[src/rtl/gps_feed_pkg.sv]
// gps_feed_pkg: definitions shared by the GPS IF sample feed blocks.
//   WORD_WIDTH        width of one RX FIFO word (16 bits)
//   fetch_state_t     states of the FIFO fetch FSM in sample_unpacker
//   samples_per_word  number of samples packed in one FIFO word
package gps_feed_pkg;

    localparam int WORD_WIDTH = 16;

    typedef enum logic {
        F_IDLE = 1'b0,
        F_WAIT = 1'b1
    } fetch_state_t;

    function automatic int samples_per_word(input int sample_width);
        return WORD_WIDTH / sample_width;
    endfunction

endpackage

[src/rtl/sample_unpacker_if.sv]
// sample_unpacker_if: groups the RX FIFO read port and the sample output port
// of sample_unpacker.
//   fifo_rd_empty  FIFO -> unpacker  FIFO empty flag
//   fifo_rd_data   FIFO -> unpacker  read data, valid the cycle after fifo_rd_req
//   fifo_rd_req    unpacker -> FIFO  read strobe, never asserted while empty
//   sample_req     front end -> unpacker  one-cycle request for the next sample
//   sample_out     unpacker -> front end  unpacked sample
//   sample_valid   unpacker -> front end  one-cycle pulse qualifying sample_out
//   underrun       unpacker -> front end  one-cycle pulse, request found no sample
//
// Handshake semantics: the FIFO side is a non-show-ahead read port. A read
// happens in exactly the cycles where fifo_rd_req is 1 (it is only raised
// while fifo_rd_empty is 0), and the word appears on fifo_rd_data in the next
// cycle. Each sample_req cycle is answered one cycle later by exactly one of
// sample_valid or underrun; there is no back-pressure on the sample side.
//
// Modports: master = the unpacker, slave = the environment (FIFO + front end).
interface sample_unpacker_if #(
    parameter int SAMPLE_WIDTH = 2
);
    logic                    fifo_rd_empty;
    logic [15:0]             fifo_rd_data;
    logic                    fifo_rd_req;
    logic                    sample_req;
    logic [SAMPLE_WIDTH-1:0] sample_out;
    logic                    sample_valid;
    logic                    underrun;

    modport master (
        input  fifo_rd_empty,
        input  fifo_rd_data,
        output fifo_rd_req,
        input  sample_req,
        output sample_out,
        output sample_valid,
        output underrun
    );

    modport slave (
        output fifo_rd_empty,
        output fifo_rd_data,
        input  fifo_rd_req,
        output sample_req,
        input  sample_out,
        input  sample_valid,
        input  underrun
    );
endinterface

[src/rtl/sample_unpacker.sv]
// sample_unpacker: reads 16-bit words from the Ethernet RX FIFO and hands them
// out one GPS IF sample at a time on request of the front-end rate generator.
//
// Parameters
//   SAMPLE_WIDTH  bits per sample (1, 2, 4 or 8)
//   MSB_FIRST     1: first sample is word[15 -: SAMPLE_WIDTH]
//                 0: first sample is word[SAMPLE_WIDTH-1:0]
// Ports
//   clk             FIFO read-side clock
//   reset_n         asynchronous active-low reset
//   bus             sample_unpacker_if.master (FIFO read port + sample port)
//   underrun_count  saturating count of underrun pulses (only when the macro
//                   SAMPLE_UNPACKER_UNDERRUN_CNT_EN is defined)
//   fetch_state     debug view of the fetch FSM state
//
// Storage: a current-word shift register with a remaining-sample count and a
// one-word prefetch register. The fetch FSM keeps the prefetch filled so that
// consecutive words stream without a bubble.
module sample_unpacker
    import gps_feed_pkg::*;
#(
    parameter int SAMPLE_WIDTH = 2,
    parameter bit MSB_FIRST    = 1'b1
) (
    input  logic                     clk,
    input  logic                     reset_n,
    sample_unpacker_if.master        bus,
`ifdef SAMPLE_UNPACKER_UNDERRUN_CNT_EN
    output logic [15:0]              underrun_count,
`endif
    output fetch_state_t             fetch_state
);

    localparam int SPW   = samples_per_word(SAMPLE_WIDTH);
    localparam int CNT_W = $clog2(SPW + 1);

    fetch_state_t            state_q;
    logic [WORD_WIDTH-1:0]   cur_q;
    logic [WORD_WIDTH-1:0]   pf_q;
    logic                    pf_valid_q;
    logic [CNT_W-1:0]        count_q;

    logic                    start_fetch;
    logic                    take_sample;
    logic                    load_cur;
    logic [SAMPLE_WIDTH-1:0] next_slice;
    logic [WORD_WIDTH-1:0]   cur_shifted;

    always_comb begin
        // Gated by reset_n so the read strobe is low for the whole reset,
        // even if the FIFO already holds data.
        start_fetch = reset_n && (state_q == F_IDLE) && !pf_valid_q
                      && !bus.fifo_rd_empty;
        take_sample = bus.sample_req && (count_q != '0);
        // Refill either when the current word is exhausted or when the last
        // sample leaves this cycle; the latter is what avoids the bubble.
        load_cur    = pf_valid_q &&
                      ((count_q == '0) ||
                       ((count_q == CNT_W'(1)) && bus.sample_req));
        if (MSB_FIRST) begin
            next_slice  = cur_q[WORD_WIDTH-1 -: SAMPLE_WIDTH];
            cur_shifted = cur_q << SAMPLE_WIDTH;
        end else begin
            next_slice  = cur_q[SAMPLE_WIDTH-1:0];
            cur_shifted = cur_q >> SAMPLE_WIDTH;
        end
    end

    assign bus.fifo_rd_req = start_fetch;
    assign fetch_state     = state_q;

    // Fetch FSM and prefetch register. F_WAIT is the single cycle in which
    // the requested word is on fifo_rd_data; only one read is ever in flight.
    always_ff @(posedge clk or negedge reset_n) begin
        if (!reset_n) begin
            state_q    <= F_IDLE;
            pf_q       <= '0;
            pf_valid_q <= 1'b0;
        end else begin
            if (load_cur) begin
                pf_valid_q <= 1'b0;
            end
            case (state_q)
                F_IDLE: begin
                    if (start_fetch) begin
                        state_q <= F_WAIT;
                    end
                end
                F_WAIT: begin
                    pf_q       <= bus.fifo_rd_data;
                    pf_valid_q <= 1'b1;
                    state_q    <= F_IDLE;
                end
                default: state_q <= F_IDLE;
            endcase
        end
    end

    // Current word, sample output and status pulses.
    always_ff @(posedge clk or negedge reset_n) begin
        if (!reset_n) begin
            cur_q            <= '0;
            count_q          <= '0;
            bus.sample_out   <= '0;
            bus.sample_valid <= 1'b0;
            bus.underrun     <= 1'b0;
        end else begin
            if (load_cur) begin
                cur_q   <= pf_q;
                count_q <= CNT_W'(SPW);
            end else if (take_sample) begin
                cur_q   <= cur_shifted;
                count_q <= count_q - CNT_W'(1);
            end
            if (take_sample) begin
                bus.sample_out <= next_slice;
            end
            bus.sample_valid <= take_sample;
            bus.underrun     <= bus.sample_req && (count_q == '0);
        end
    end

`ifdef SAMPLE_UNPACKER_UNDERRUN_CNT_EN
    always_ff @(posedge clk or negedge reset_n) begin
        if (!reset_n) begin
            underrun_count <= '0;
        end else if (bus.underrun && (underrun_count != 16'hFFFF)) begin
            underrun_count <= underrun_count + 16'd1;
        end
    end
`endif

endmodule

[src/flat_wrapper.sv]
// flat-port wrapper written by rule: the top's interface ports become plain ports
module sample_unpacker_flat import gps_feed_pkg::*;
#(
    parameter int SAMPLE_WIDTH = 2,
    parameter bit MSB_FIRST    = 1'b1
)
  (clk, reset_n, fetch_state, bus_fifo_rd_empty, bus_fifo_rd_data, bus_fifo_rd_req, bus_sample_req, bus_sample_out, bus_sample_valid, bus_underrun);
  sample_unpacker_if #(.SAMPLE_WIDTH(SAMPLE_WIDTH)) bus_i ();
  input  logic clk;
  input  logic reset_n;
  output fetch_state_t fetch_state;
  input wire logic [$bits(bus_i.fifo_rd_empty)-1:0] bus_fifo_rd_empty;
  input wire logic [$bits(bus_i.fifo_rd_data)-1:0] bus_fifo_rd_data;
  output wire logic [$bits(bus_i.fifo_rd_req)-1:0] bus_fifo_rd_req;
  input wire logic [$bits(bus_i.sample_req)-1:0] bus_sample_req;
  output wire logic [$bits(bus_i.sample_out)-1:0] bus_sample_out;
  output wire logic [$bits(bus_i.sample_valid)-1:0] bus_sample_valid;
  output wire logic [$bits(bus_i.underrun)-1:0] bus_underrun;
  assign bus_i.fifo_rd_empty = bus_fifo_rd_empty;
  assign bus_i.fifo_rd_data = bus_fifo_rd_data;
  assign bus_fifo_rd_req = bus_i.fifo_rd_req;
  assign bus_i.sample_req = bus_sample_req;
  assign bus_sample_out = bus_i.sample_out;
  assign bus_sample_valid = bus_i.sample_valid;
  assign bus_underrun = bus_i.underrun;
  sample_unpacker #(.SAMPLE_WIDTH(SAMPLE_WIDTH), .MSB_FIRST(MSB_FIRST)) u_core (.clk(clk), .reset_n(reset_n), .bus(bus_i), .fetch_state(fetch_state));
endmodule
[config.mk]
export PLATFORM = sky130hd
export DESIGN_NAME = sample_unpacker_flat
export DESIGN_NICKNAME = d
export VERILOG_FILES = /design/src/rtl/gps_feed_pkg.sv /design/src/rtl/sample_unpacker_if.sv /design/src/rtl/sample_unpacker.sv /design/src/flat_wrapper.sv
export SDC_FILE = /design/constraint.sdc
export NUM_CORES = 1
export LEC_CHECK = 0
export ABC_AREA = 0
export BUFFER_PORTS_ARGS = -buffer_cell sky130_fd_sc_hd__clkbuf_2
export CAP_MARGIN = 20
export CORE_ASPECT_RATIO = 0.6
export CORE_MARGIN = 2
export CORE_UTILIZATION = 60
export CTS_BUF_LIST = sky130_fd_sc_hd__clkbuf_8 sky130_fd_sc_hd__clkbuf_16
export DETAILED_ROUTE_END_ITERATION = 6
export PLACE_DENSITY = 0.83
export SYNTH_ARGS = -nofsm -noshare
export SYNTH_HDL_FRONTEND = slang
export SYNTH_SLANG_ARGS = --single-unit
[constraint.sdc]
create_clock -name clk -period 5 [get_ports clk]
set_input_delay 0.25 -clock clk [delete_from_list [all_inputs] [get_ports clk]]
set_output_delay 0.25 -clock clk [all_outputs]
set_load 0.005 [all_outputs]
# Word level (Yosys, flattened, before mapping)
# Cells that the tools add are included.
[classes] add_sub_neg=1 eq_ne=1 n_mux=8 bitwise_logic=1 n_reduce_logical=14
[ops] operator="$mux W16" n=2
[ops] operator="$mux W4" n=2
[ops] operator="$logic_and A1 B1 Y1" n=7
[ops] operator="$eq A4 B1 Y1 const B" n=1
[ops] operator="$logic_not A4 Y1" n=1
[ops] operator="$reduce_bool A2 Y1" n=2
[ops] operator="$reduce_bool A4 Y1" n=1
[ops] operator="$sub A4 B1 Y4 const B" n=1
[ops] operator="$mux W1" n=3
[ops] operator="$logic_not A1 Y1" n=2
[ops] operator="$pmux W1 S2" n=1
[ops] operator="$logic_or A1 B1 Y1" n=1
[ops] operator="$not A1 Y1" n=1
[word_totals] regBits=42 inputBits=20 elab_cells=33

# Depth between registers and ports, before layout
# Gate-level depths: netlist (run 1).
[logic_depth] depth_word=6 ltp_mapped=7 depth_no_buf=5

# Least setup slack after synthesis (run 1)
# Ideal clock, no wire load.
[synth_timing] path_kind="flip-flop to flip-flop" startpoint="reg u_core.count_q[0]" endpoint="reg u_core.cur_q[10]" setup_ns=0.065 arrival_ns=1.732 required_ns=4.935 slack_ns=3.204 stages_incl_launch_ff=8 n_path_buf=2 synth_period_minus_slack_ns=1.796 path_cell_list="dfrtp_1 > inv_1 > ha_1 > or3b_2 > clkbuf_1 > buf_2 > a21boi_0 > o22a_1"
[synth_via] elab_chain_cells=5
[synth_lines] element="from (decl)" line_no="sample_unpacker.sv:41" text="logic [CNT_W-1:0] count_q;"
[synth_lines] element="from (signal assigned)" line_no="sample_unpacker.sv:110" text="count_q <= CNT_W'(SPW);"
[synth_lines] element="from (signal assigned)" line_no="sample_unpacker.sv:113" text="count_q <= count_q - CNT_W'(1);"
[synth_lines] element="$eq A4 B1 Y1" line_no="sample_unpacker.sv:59" text="((count_q == CNT_W'(1)) && bus.sample_req));"
[synth_lines] element="$logic_and A1 B1 Y1" line_no="sample_unpacker.sv:59"
[synth_lines] element="$logic_or A1 B1 Y1" line_no="sample_unpacker.sv:58" text="((count_q == '0) ||"
[synth_lines] element="$logic_and A1 B1 Y1" line_no="sample_unpacker.sv:57" text="load_cur = pf_valid_q &&"
[synth_lines] element="$mux W16 / $reduce_bool A2 Y1 (equally long branches)"
[synth_lines] element="to (signal assigned)" line_no="sample_unpacker.sv:109" text="cur_q <= pf_q;"
[synth_lines] element="to (signal assigned)" line_no="sample_unpacker.sv:112" text="cur_q <= cur_shifted;"
[synth_lines] element="to (decl)" line_no="sample_unpacker.sv:38" text="logic [WORD_WIDTH-1:0] cur_q;"
# Parallel ways exist; a longest one is shown, timed or not.
# A chain may end at the register's enable or synchronous reset.

# Worst setup path after layout (run 1)
[layout_timing] startpoint="reg u_core.count_q[0]" endpoint="reg u_core.bus.sample_out[1]"
[layout_via] elab_chain_cells=2
[layout_lines] element="$reduce_bool A4 Y1" line_no="sample_unpacker.sv:54" text="take_sample = bus.sample_req && (count_q != '0);"
[layout_lines] element="$logic_and A1 B1 Y1" line_no="sample_unpacker.sv:54"
[layout_lines] element="via u_core.take_sample" line_no="sample_unpacker.sv:44" text="logic take_sample;"
[layout_lines] element="to (signal assigned)" line_no="sample_unpacker.sv:116" text="bus.sample_out <= next_slice;"
[layout_lines] element="to (decl)" line_no="sample_unpacker_if.sv:34" text="output sample_out,"
# The timed path passes the listed nets, and every way through them passes these cells.

==> results.sh, run 1 <==
export IMPL_status="finished clean"
export IMPL_die_x_um=77.4
export IMPL_yosys_mux_area_fraction_pct=9.28
export IMPL_synth_area_top_cells="dfrtp_1, mux2_2, o22a_1"
export IMPL_drive_gt1_share_pct=27.5
export IMPL_ys_ff_latch=42
export IMPL_rsz0062_at_grt="false"
export IMPL_vias=1350
export IMPL_grt_max_degree=45
export IMPL_synthXorXnorAreaFrac_pct=0
export IMPL_syn_instance_count=169
export IMPL_core_mm2=0.00298
export IMPL_synth_enable_flop_cells=0
export IMPL_design_area_mm2=0.00214
export IMPL_antenna_found_initial=0
export IMPL_startpoint_type="register"
export IMPL_drt_initial_drc_count=101
export IMPL_synth_async_reset_ratio_pct=100
export IMPL_clk_latency_ns=0.29
export IMPL_yosys_warnings=0
export IMPL_synthAdderAreaFrac_pct=1.93
export IMPL_ys_seq_area_share_pct=54.1
export IMPL_root_buffer="clkbuf_8"
export IMPL_cp_data_arrival_time_ns=2.47
export IMPL_grt_pass1_vias=1257
export IMPL_path_class="reg -> reg"
export IMPL_max_freq_mhz=436
export IMPL_drc=0
export IMPL_nets=211
export IMPL_peakVddDrop_uv=268
export IMPL_crit_path_end_kind="register"
export IMPL_synthDistinctLibCells=28
export IMPL_vias_per_cell=5.84
export IMPL_grt_ovfl_total=0
export IMPL_detail_route_wl_per_cell_um=15.4
export IMPL_setup_viol=0
export IMPL_rows=15
export IMPL_rr_worst_depth=5
export IMPL_yosys_area_share_simple_pct=8.12
export IMPL_leakage_nw=0.954
export IMPL_io_buffers=25
export IMPL_synth_top_family_by_area="compound AO/OA/AOI/OAI gates"
export IMPL_gr_usage_all_layers_pct=21.4
export IMPL_drv_cap=0
export IMPL_synth_top_cell_by_area="dfrtp_1"
export IMPL_worst_r2r_setup_slack_ns=2.70
export IMPL_period_needed_ns=2.30
export IMPL_io_pins=26
export IMPL_cp_top_family="simple AND/OR/NAND/NOR gates"
export IMPL_worstReg2RegStart="u_core.count_q[0]$_DFFE_PN0P_"
export IMPL_fin_setup_tns_ns=0
export IMPL_synth_top_area_share_pct=54.1
export IMPL_gp_congestion=0.838
export IMPL_path_cells="inv_1 -> ha_1 -> nor3b_2 -> nor2_1 -> mux2_2"
export IMPL_die_h_um=48.1
export IMPL_report_final_slew_viol_count=0
export IMPL_drtPass1Iterations=4
export IMPL_critPathSlowestCell="nor3b_2"
export IMPL_start_util_pct=65.1
export IMPL_synth_compound_area_share_pct=21.3
export IMPL_diodes=0
export IMPL_cp_required_ns=5.18
export IMPL_cts_buffers=5
export IMPL_finalWirelength_um=3560
export IMPL_ys_flop_type="dfrtp_1"
export IMPL_fp_dieArea_mm2=0.00372
export IMPL_period_share_pct=45.9
export IMPL_p_per_area_mw_per_mm2=574
export IMPL_cts_max_level=2
export IMPL_reg2reg_to="u_core.bus.sample_out[1]$_DFFE_PN0P_"
export IMPL_max_stage_delay_ns=0.86
export IMPL_synth_avg_cell_area_um2=11.5
export IMPL_syn_cell_area_mm2=0.00194
export IMPL_grt_pass1_wl_um=5820
export IMPL_path_max_fanout=18
export IMPL_maxSlewHeadroom_pct=30.3
export IMPL_place_area_mm2=0.00205
export IMPL_clock_skew_ns=0.00589
export IMPL_worstHoldPathType="in -> async"
export IMPL_cts_sinks=42
export IMPL_postCtsHoldBufs=0
export IMPL_post_cts_buffers=0
export IMPL_hpwlAfterDp_um=2360
export IMPL_area_delta_synth_final_pct=10.1
export IMPL_syn_nets=192
export IMPL_drtAntennaViolNets=0
export IMPL_cts_tree="done"
export IMPL_cts_resized_gates=0
export IMPL_worstPathBufferInverterCount=1
export IMPL_cts_buffer_depth=2
export IMPL_clkTransAtPathRegs_ns=0.08
export IMPL_hold_viol=0
export IMPL_worst_pin_slew_ns=1.04
## report_power, final
part	internal, mW	switching, mW	leakage, nW
clock network	0.109	0.110	0.0524
registers	0.490	0.0983	0.521
logic	0.207	0.214	0.380
total	0.806	0.422	0.954
## layer usage
layer  track usage, %  routed length [um]
met5                0                   0
met4             8.57                  33
met3             8.49                 176
met2             33.2                1620
met1             27.9                1740
## flip-flops by register name, indices dropped and copies added, names as in the netlist
signal / flops
u_core.bus.sample_out: 2
u_core.bus.sample_valid: 1
u_core.bus.underrun: 1
u_core.count_q: 4
u_core.cur_q: 16
u_core.fetch_state: 1
u_core.pf_q: 16
u_core.pf_valid_q: 1
## worst max-delay path by stage
stage	endpoint	depth (start not counted)	from	slack (ns)
3_5_place_dp	u_core.bus.sample_out[1]$_DFFE_PN0P_	5	u_core.count_q[0]$_DFFE_PN0P_	2.73
3_3_place_gp	u_core.bus.sample_out[1]$_DFFE_PN0P_	5	u_core.count_q[0]$_DFFE_PN0P_	2.80
2_1_floorplan	u_core.cur_q[10]$_DFFE_PN0P_	7	u_core.count_q[0]$_DFFE_PN0P_	3.20
4_1_cts	u_core.bus.sample_out[1]$_DFFE_PN0P_	5	u_core.count_q[0]$_DFFE_PN0P_	2.72
5_1_grt	u_core.bus.sample_out[1]$_DFFE_PN0P_	5	u_core.count_q[0]$_DFFE_PN0P_	2.56
6_report	u_core.bus.sample_out[1]$_DFFE_PN0P_	5	u_core.count_q[0]$_DFFE_PN0P_	2.70
## layout make-up
cell class | instances | area (um^2)
Clock buffer | 6 | 82.6
Clock inverter | 2 | 8.76
Fill cell | 205 | 846
Inverter | 6 | 22.5
Multi-Input combinational cell | 107 | 788
Sequential cell | 42 | 1050
Tap cell | 42 | 52.6
Timing Repair Buffer | 26 | 133
## cells by family after synthesis
logic type | after synthesis
AOI/OAI and AO/OA | 57
adders and majority gates | 3
and+or+nand+nor | 31
muxes | 16
buffers and inverters | 20
DFF | 42
## cells in the mapped netlist, types with 5 or more instances
cell type	count
nand2_1	18
o21ai_0	5
inv_1	6
o22ai_1	14
dfrtp_1	42
clkbuf_1	10
o22a_1	14
a21boi_0	14
mux2_2	16
## metrics by stage
stage	hold slack, ns	cells	util, %	power [mW]	setup slack, ns
final	0.0123	231	71.7	1.23	2.70
after global routing	0.0534	231	71.7	1.31	2.56
after CTS	0.0320	231	71.7	1.23	2.72
after detailed placement	0.349	223	68.6	1.01	2.73
after global placement	0.341	223	68.6	0.985	2.80
after floorplan	-0.0456	169	-	0.920	3.20
## layout by cell type, fill, tap and decap left out, types with 2 or more instances in the layout
cell and n:
a21boi_0 14, a21oi_1 3, clkbuf_2 25, clkbuf_8 6, dfrtp_1 42, ha_1 3, inv_1 7, mux2_2 16
nand2_1 18, nand3_1 2, nor2_1 3, nor4b_1 3, o21ai_0 5, o221ai_1 2, o22a_1 14, o22ai_1 14
## worst reg2reg max path, cell delays in order, from the launching register on
cell     delay (ns)
dfrtp_1        0.41
inv_1          0.11
ha_1           0.22
nor3b_2        0.86
nor2_1         0.25
mux2_2         0.34
No activity file was read; power rests on OpenSTA's default activity.
==> run 2, diff against run 1 <==
Settings changed: CORE_UTILIZATION 60 to 56, PLACE_DENSITY 0.83 to 0.78.
Clock period 5 ns to 2.3 ns, I/O delays scaled along.
==> results.sh, run 2 (synthesis results as in run 1) <==
export IMPL_status="finished clean"
export IMPL_drc=0
export IMPL_instances_no_fill=240
export IMPL_drv_cap=0
export IMPL_largest_registers="u_core.cur_q: 16 flops, u_core.pf_q: 16 flops, u_core.count_q: 4 flops"
export IMPL_share_comb_of_total_power_pct=35.2
export IMPL_maxSlewHeadroom_pct=41.9
export IMPL_die_h_um=49.6
export IMPL_fillers=264
export IMPL_clk_latency_ns=0.30
export IMPL_diodes=0
export IMPL_placedCellCount=230
export IMPL_place_area_mm2=0.00208
export IMPL_leakage_nw=0.976
export IMPL_start_util_pct=59.1
export IMPL_rows=16
export IMPL_max_freq_mhz=509
export IMPL_drtPass1Iterations=4
export IMPL_switching_power_uw=970
export IMPL_p_per_area_mw_per_mm2=1260
export IMPL_grt_pass1_wl_um=6550
export IMPL_design_area_mm2=0.00220
export IMPL_cp_required_ns=2.55
export IMPL_path_cells="inv_1 -> ha_1 -> or3b_2 -> a21boi_0 -> o22a_1"
export IMPL_layout_commonest_cell="dfrtp_1"
export IMPL_worstHoldPathType="in -> reg"
export IMPL_critPathSlowestCell="or3b_2"
export IMPL_nets=217
export IMPL_grt_pass1_vias=1318
export IMPL_gp_congestion=0.789
export IMPL_die_x_um=80.0
export IMPL_cts_buffer_depth=2
export IMPL_path_max_fanout=18
export IMPL_seqPwrFrac_pct=46.4
export IMPL_layout_setup_ws_ns=0.336
export IMPL_cts_tree="done"
export IMPL_startpoint_type="register"
export IMPL_drive_gt1_share_pct=29.2
export IMPL_grt_ovfl_total=0
export IMPL_fin_util_pct=66.9
export IMPL_worst_pin_slew_ns=0.871
export IMPL_core_mm2=0.00328
export IMPL_drt_initial_drc_count=160
export IMPL_crit_path_end_kind="register"
export IMPL_gr_usage_all_layers_pct=22.4
export IMPL_setup_viol=0
export IMPL_antenna_found_initial=0
export IMPL_fin_setup_tns_ns=0
export IMPL_vias_per_cell=5.95
export IMPL_max_stage_delay_ns=0.63
export IMPL_root_buffer="clkbuf_8"
export IMPL_hpwlAfterDp_um=2580
export IMPL_vias=1428
export IMPL_io_pins=26
export IMPL_finalWirelength_um=3930
export IMPL_hold_viol=0
export IMPL_cts_buffers=5
export IMPL_multiInputGateArea_um2=788
export IMPL_regArea_mm2=0.00105
export IMPL_clock_skew_ns=0.00509
export IMPL_layout_common_cells="dfrtp_1, clkbuf_2, nand2_1"
export IMPL_switching_share_pct=35.1
export IMPL_report_final_slew_viol_count=0
export IMPL_period_needed_ns=1.96
export IMPL_cp_data_arrival_time_ns=2.21
export IMPL_cts_max_level=2
export IMPL_fp_dieArea_mm2=0.00397
export IMPL_path_class="reg -> reg"
export IMPL_worstPathBufferInverterCount=1
export IMPL_holdWs_ns=0.0195
export IMPL_io_buffers=25
export IMPL_p_int_mw=1.79
export IMPL_cts_sinks=42
export IMPL_peakVddDrop_uv=698
export IMPL_clkTransAtPathRegs_ns=0.08
export IMPL_area_delta_synth_final_pct=13.1
export IMPL_p_clk_share_pct=18.5
export IMPL_rsz0062_at_grt="false"
export IMPL_detail_route_wl_per_cell_um=16.4
export IMPL_post_place_ws_ns=0.411
export IMPL_grt_max_degree=29
export IMPL_period_share_pct=85.4
export IMPL_totalPowerFinal_mw=2.76
export IMPL_drtAntennaViolNets=0
export IMPL_cp_top_family="simple AND/OR/NAND/NOR gates"
run 2: path summary, 6_finish.rpt:
kind,startpoint,end,slack [ns],cells after the start
worst max-delay path,u_core.count_q[0]$_DFFE_PN0P_,u_core.cur_q[11]$_DFFE_PN0P_,0.34,5
worst min-delay path,bus_fifo_rd_data[1],u_core.pf_q[1]$_DFFE_PN0P_,0.02,3
worst max register to register,u_core.count_q[0]$_DFFE_PN0P_,u_core.cur_q[11]$_DFFE_PN0P_,0.34,5
worst min register to register,u_core.pf_valid_q$_DFFE_PN0P_,u_core.fetch_state$_DFF_PN0_,0.49,1
max in group asynchronous,reset_n,u_core.cur_q[1]$_DFFE_PN0P_,1.34,3
min in group asynchronous,reset_n,u_core.count_q[0]$_DFFE_PN0P_,0.27,2
run 2: layout make-up:
cell class | count | share of cell area, %
sequential | 42 | 47.9
multi-input combinational | 107 | 35.9
timing repair buffer | 32 | 8.32
clock buffer | 6 | 3.76
tap | 45 | 2.56
inverter | 6 | 1.03
clock inverter | 2 | 0.570
run 2: power groups by stage:
stage / Clock, mW / Sequential [mW] / Combinational (mW)
after global routing: 0.551 / 1.33 / 1.08
final: 0.510 / 1.28 / 0.971
after CTS: 0.511 / 1.28 / 0.973
after floorplan: 0 / 1.21 / 0.787
after global placement: 0 / 1.27 / 0.911
after detailed placement: 0 / 1.29 / 0.962
run 2: tightest hold or removal path, cell delays in order:
cell and delay [ns]:
clkbuf_2 0.08, nand2_1 0.04, o21ai_0 0.06
run 2: what timing repair did:
action | CTS | global route
endpoints found under the hold margin | 15 | 0
hold buffers | 2 | 0
buffers inserted | 0 | 0
gates resized for setup | 0 | 0
run 2: metal layers:
layer,wire length [um],up-vias,GRT usage [%]
met5,0,-,0
met4,68,0,7.63
met3,328,9,7.88
met2,1780,59,31.3
met1,1750,691,32.5
li1,-,669,-
